## src/rtl/alu_arbiter.sv

```systemverilog
// Round-robin arbiter sharing one external combinational ALU between two requesters.
// Operands are registered onto the ALU, held for EXEC_CYCLES, then the result is captured and returned.
module alu_arbiter #(
  parameter int                 DATA_W      = 32,
  parameter int                 FUNC_W      = 3,
  parameter logic [FUNC_W-1:0]  CMP_FUNC    = 3'b101,
  parameter int                 EXEC_CYCLES = 1
) (
  input  logic              clk,
  input  logic              rst,
  input  logic              req0_valid,
  output logic              req0_ready,
  input  logic [DATA_W-1:0] req0_a,
  input  logic [DATA_W-1:0] req0_b,
  input  logic [FUNC_W-1:0] req0_func,
  input  logic              req1_valid,
  output logic              req1_ready,
  input  logic [DATA_W-1:0] req1_a,
  input  logic [DATA_W-1:0] req1_b,
  input  logic [FUNC_W-1:0] req1_func,
  output logic              rsp0_valid,
  output logic              rsp1_valid,
  output logic [DATA_W-1:0] rsp_result,
  output logic [1:0]        rsp_flags,
  output logic [DATA_W-1:0] alu_a,
  output logic [DATA_W-1:0] alu_b,
  output logic [FUNC_W-1:0] alu_func,
  input  logic [DATA_W-1:0] alu_result,
  input  logic [1:0]        alu_flags,
  output logic              busy
);

  typedef enum logic [1:0] {IDLE, EXEC, RESP} state_t;

  localparam logic [3:0] LAST_CNT = 4'(EXEC_CYCLES - 1);

  state_t     state;
  logic [3:0] exec_cnt;
  // Owner of the most recent grant; it also routes the response pulse.
  logic       last_grant;

  assign req0_ready = (state == IDLE) && req0_valid && (!req1_valid || last_grant);
  assign req1_ready = (state == IDLE) && req1_valid && (!req0_valid || !last_grant);
  assign busy       = (state != IDLE);

  always_ff @(posedge clk) begin
    if (rst) begin
      state      <= IDLE;
      exec_cnt   <= 4'd0;
      last_grant <= 1'b1;
      alu_a      <= '0;
      alu_b      <= '0;
      alu_func   <= '0;
      rsp_result <= '0;
      rsp_flags  <= 2'b00;
      rsp0_valid <= 1'b0;
      rsp1_valid <= 1'b0;
    end else begin
      case (state)
        IDLE: begin
          rsp0_valid <= 1'b0;
          rsp1_valid <= 1'b0;
          if (req0_ready) begin
            alu_a      <= req0_a;
            alu_b      <= req0_b;
            alu_func   <= req0_func;
            last_grant <= 1'b0;
            exec_cnt   <= 4'd0;
            state      <= EXEC;
          end else if (req1_ready) begin
            alu_a      <= req1_a;
            alu_b      <= req1_b;
            alu_func   <= req1_func;
            last_grant <= 1'b1;
            exec_cnt   <= 4'd0;
            state      <= EXEC;
          end
        end
        EXEC: begin
          exec_cnt <= exec_cnt + 4'd1;
          if (exec_cnt == LAST_CNT) begin
            rsp_result <= alu_result;
            // Only compares touch the architectural flags.
            if (alu_func == CMP_FUNC) begin
              rsp_flags <= alu_flags;
            end
            rsp0_valid <= !last_grant;
            rsp1_valid <= last_grant;
            state      <= RESP;
          end
        end
        RESP: begin
          rsp0_valid <= 1'b0;
          rsp1_valid <= 1'b0;
          state      <= IDLE;
        end
        default: begin
          rsp0_valid <= 1'b0;
          rsp1_valid <= 1'b0;
          state      <= IDLE;
        end
      endcase
    end
  end

endmodule

```

## config.mk

```make
export PLATFORM = sky130hd
export DESIGN_NAME = alu_arbiter
export DESIGN_NICKNAME = d
export VERILOG_FILES = /design/src/rtl/alu_arbiter.sv
export SDC_FILE = /design/constraint.sdc
export NUM_CORES = 1
export LEC_CHECK = 0
export ABC_CLOCK_PERIOD_IN_PS = 2500
export CAP_MARGIN = 20
export CORE_MARGIN = 1.5
export CORE_UTILIZATION = 42
export DETAILED_ROUTE_END_ITERATION = 6
export GPL_TIMING_DRIVEN = 0
export PLACE_DENSITY = 0.83
export SYNTH_ARGS = -nofsm -noshare
export SYNTH_HDL_FRONTEND = slang
export SYNTH_SLANG_ARGS = --single-unit
```

## constraint.sdc

```tcl
create_clock -name clk -period 2.5 [get_ports clk]
set_clock_uncertainty 0.05 [all_clocks]
set_input_delay 0.5 -clock clk [delete_from_list [all_inputs] [get_ports clk]]
set_output_delay 0.5 -clock clk [all_outputs]
set_load 0.03 [all_outputs]
```

==> Word-level counts from Yosys, hierarchy flattened <==
Index checks and enable logic that the tools add are counted.
{ "classes": {"n_addsub": 1, "eq_ne": 4, "mux": 15, "n_bitwise": 1, "n_reduce_logical": 20} }
{ "ops": {"columns": ["operator", "count"], "rows": [
  ["two-way mux 32 bit", 4],
  ["two-way mux 4 bit", 2],
  ["case mux 4 bit (2 select lines)", 1],
  ["AND reduction 2 bit", 4],
  ["two-way mux 2 bit", 3],
  ["two-way mux 3 bit", 2],
  ["nonzero test 2 bit", 3],
  ["adder 4 x 1 -> 4 bit (second input constant)", 1],
  ["logical AND 1 bit", 4],
  ["logical NOT 4 bit", 1],
  ["case mux 2 bit (2 select lines)", 1],
  ["equality test 3 bit (second input constant)", 1],
  ["logical NOT 1 bit", 3],
  ["inequality test 3 bit (second input constant)", 1],
  ["AND reduction 3 bit", 1],
  ["equality test 2 x 1 -> 1 bit (second input constant)", 1],
  ["logical NOT 2 bit", 1],
  ["logical OR 1 bit", 2],
  ["two-way mux 1 bit", 2],
  ["inequality test 2 bit (second input constant)", 1],
  ["OR reduction 2 bit", 1],
  ["NOT 1 bit", 1]
]} }
{ "word_totals": {"regBits": 110, "input_bits": 172, "output_inout_bits": 106, "wordCells": 51} }

==> Longest topological paths before layout <==
{ "logic_depth": {"depth_word": 6, "ltp_mapped": 7, "depth_no_buf": 5} }

==> Least setup slack after synthesis <==
No wires, ideal clock.
{ "synth_timing": {"path_kind": "input-to-output", "start": "input req0_valid", "end": "output req0_ready", "t_arrival_ps": 1632, "required_ps": 1950, "path_slack_ps": 318, "stages": 5, "n_path_buf": 3, "cell_sequence": "or3b_1 > buf_2 > buf_6 > buf_6 > nor2_1"} }
{ "synth_via": {"elab_chain_cells": 2} }
{ "synth_lines": {"columns": ["element", "line_no", "source"], "rows": [
  ["start: declaration", "11", "input logic req0_valid,"],
  ["logical AND 1 bit (2 in series)", "42", "assign req0_ready = (state == IDLE) && req0_valid && (!req1_valid || last_grant);"],
  ["end: declaration", "12", "output logic req0_ready,"]
]} }
No other way between the ends.

==> Final worst setup path <==
{ "layout_timing": {"start": "register state[1]", "end": "output req0_ready"} }
{ "layout_via": {"elab_chain_cells": 3} }
{ "layout_lines": {"columns": ["element", "line_no", "source"], "rows": [
  ["start: declaration", "37", "state_t state;"],
  ["start signal: assignment", "48", "state <= IDLE;"],
  ["start signal: assignment", "69", "state <= EXEC;"],
  ["start signal: assignment", "76", "state <= EXEC;"],
  ["logical NOT 2 bit", "42", null],
  ["logical AND 1 bit (2 in series)", "42", null]
]} }
No other way between the ends.

==> results.ini <==
[power_and_ir_drop]
vdd_drop_max_uv = 373
p_leak_nw = 2.80
power_density_mw_per_mm2 = 656
power_mw = 5.36

[sta]
final_hold_viol_count = 0
holdWs_ns = 0.432
drv_slew = 0
fin_crit_ns = 2.44
slew_headroom = 0.565
tns_ns = 0
setup_viol = 0
worst_pin_slew_ns = 0.652
finalCritPeriodShare = 0.976
rsz0062_at_grt = false
timing.fmax_mhz = 410

[global_routing]
antenna_found_initial = 0
grt_pass1_wl_mm = 31.3
grt.overflow.total = 0
grt_usage = 0.306
grt_pass1_vias = 6070
grt_max_degree = 18

[synthesis]
synth_area_leader_cell = dfxtp_1
netlist_area_mm2 = 0.00497
synth_ff_type = dfxtp_1
synth_common_cells = dfxtp_1 (110), a21oi_1 (104), nand3_1 (101), o21ai_0 (98), a311oi_1 (67)
synth_edf_count = 0
synth.avg_cell_area_um2 = 8.21
synthCells = 605
synth_cell_types = 34
synth_warnings = 0
ys_seq_area_frac = 0.443
syn_nets = 779
yosys.area.top_type_share = 0.443
ys_ff_latch = 110
synth.area.top_cells = dfxtp_1 (44%), a311oi_1 (12%), a21oi_1 (10%)
synth-async-reset-ratio = 0
yosysMostFrequentCell = dfxtp_1

[place]
gp_congestion = 0.953
dp.cells = 1024
hpwl_mm = 15.4
portBuffers = 276

[layout]
area_delta_synth_final_pct = 64.6
stdcell_count = 1039
post-route-util = 0.713
antennaDiodeCount = 0
nFillCells = 898
drive_above_1_share = 0.0525
multi_input_area_mm2 = 0.00241
nets = 1066
seq_area_mm2 = 0.00220

[worst_setup_path]
arrival_ns = 1.89
path_cells = or3b_1 -> buf_2 -> buf_6 -> buf_6 -> nor2_1 -> buf_4
rrSetupSlack_ns = 0.51
critPathSlowestCell = or3b_1
cp-start-kind = flop
rr_endpoint = alu_b[23]
cp_max_fo = 10
r2r_cells = 6
r2r_start = state[1]
criticalPathCategory = reg2out
crit_path_end_kind = primary output
critical_path.max_stage_delay_ns = 0.39
cpMostUsedCell = buf_6
crit_required_ns = 1.95

[min_path]
min_path_type = reg2reg
whs_path_depth = 2
whs_endpoint = rsp_flags[1]
worst_hold_startpoint = rsp_flags[1]

[clocking]
clock_path_buffers = 2
clk_latency_ns = 0.33
root_buffer = clkbuf_16
cts_sinks = 110
cts_buffers = 9
cts_tree = built
cts-htree-levels = 3
path_clk_slew_ns = 0.07

[floorplan]
core_area_mm2 = 0.0115
fp.dieH_um = 112
die_area_mm2 = 0.0125
ios = 278
die_x_um = 112
fp-row-count = 39
start_util = 0.433

[routing]
via_per_inst = 5.99
drt_iter0_drc = 517
wire_per_inst_um = 19.4
routed_wl_mm = 20.2
vias = 6226
antenna_left = 0
drt_first_pass_iters = 7
drc = 0

[outcome]
status = finished, final reports clean

[job]
cap_viol_max_count = 0

## worst max path at each step
stage / slack (ns) / startpoint / endpoint / cells past startpoint
after floorplan: 0.32 / req0_valid / req0_ready / 5
after global placement: -0.68 / req0_valid / req0_ready / 7
after detailed placement: -0.73 / req0_valid / req0_ready / 7
after CTS: 0.04 / req0_valid / req0_ready / 7
after global routing: 0.001 / state[1] / req0_ready / 6
final: 0.06 / state[1] / req0_ready / 6
## flip-flops by register name (all words and copies together) (netlist names)
register / flops
alu_a: 32
exec_cnt: 4
rsp_result: 32
state: 2
alu_func: 3
alu_b: 32
last_grant: 1
rsp0_valid: 1
rsp1_valid: 1
rsp_flags: 2
## through the flow
step / worst slack [ns] / area (µm²)
global route: 0.00120 / 8180
global placement: -0.679 / 7910
CTS: 0.0375 / 8180
floorplan: 0.318 / 4970
finish: 0.0594 / 8180
detailed placement: -0.727 / 7910
## report_power, final
part           switching (mW)  leakage (nW)  total, mW  internal (mW)
combinational            1.10          1.76       1.93          0.831
sequential              0.133         0.908       2.09           1.95
clock                   0.648         0.135       1.35          0.701
## per-layer routing
| layer | wire length (µm) | part of all wire | GRT usage |
|---|---|---|---|
| met1 | 7590 | 0.38 | 0.355 |
| met2 | 9990 | 0.50 | 0.541 |
| met3 | 1850 | 0.092 | 0.0740 |
| met4 | 741 | 0.037 | 0.123 |
| met5 | 0 | 0 | 0 |
## placed cells by master, fill, tap and decap left out, types with 3 or more instances in the layout
master	n
clkdlybuf4s50_1	273
dfxtp_1	110
a21oi_1	104
nand3_1	101
o21ai_0	98
a311oi_1	67
clkbuf_1	54
buf_2	18
clkbuf_16	9
nor2_1	5
buf_4	5
o211ai_1	4
inv_1	3
nand3b_1	3
nor3_1	3
## logic make-up after synthesis
family                   count (synthesis)  synth area share
AO/OA/AOI/OAI                          280             0.337
AND/OR/NAND/NOR                        129             0.138
flip-flops                             110             0.443
buffers and inverters                   82            0.0723
multiplexers                             2           0.00403
adder cells (fa/ha/maj)                  2           0.00503
## what timing repair did
action,in CTS,in global routing
buffers inserted,0,0
setup endpoints to repair,2,1
hold buffers,0,0
pin swaps,0,0
resized for setup,12,3
## critical path, delay by kind of cell, from the launching register on
kind	cells	cell delay [ns]
AND/OR/NAND/NOR	2	0.52
flip-flops	1	0.38
buffers and inverters	4	0.66
## cell type report
class	instances	share of cell area
Sequential cell	110	0.269
Inverter	4	0.00184
Buffer	78	0.0422
Multi-Input combinational cell	413	0.294
Clock inverter	5	0.00428
Clock buffer	10	0.0292
Tap cell	143	0.0219
Timing Repair Buffer	276	0.337
No activity file was read; power rests on OpenSTA's default activity.
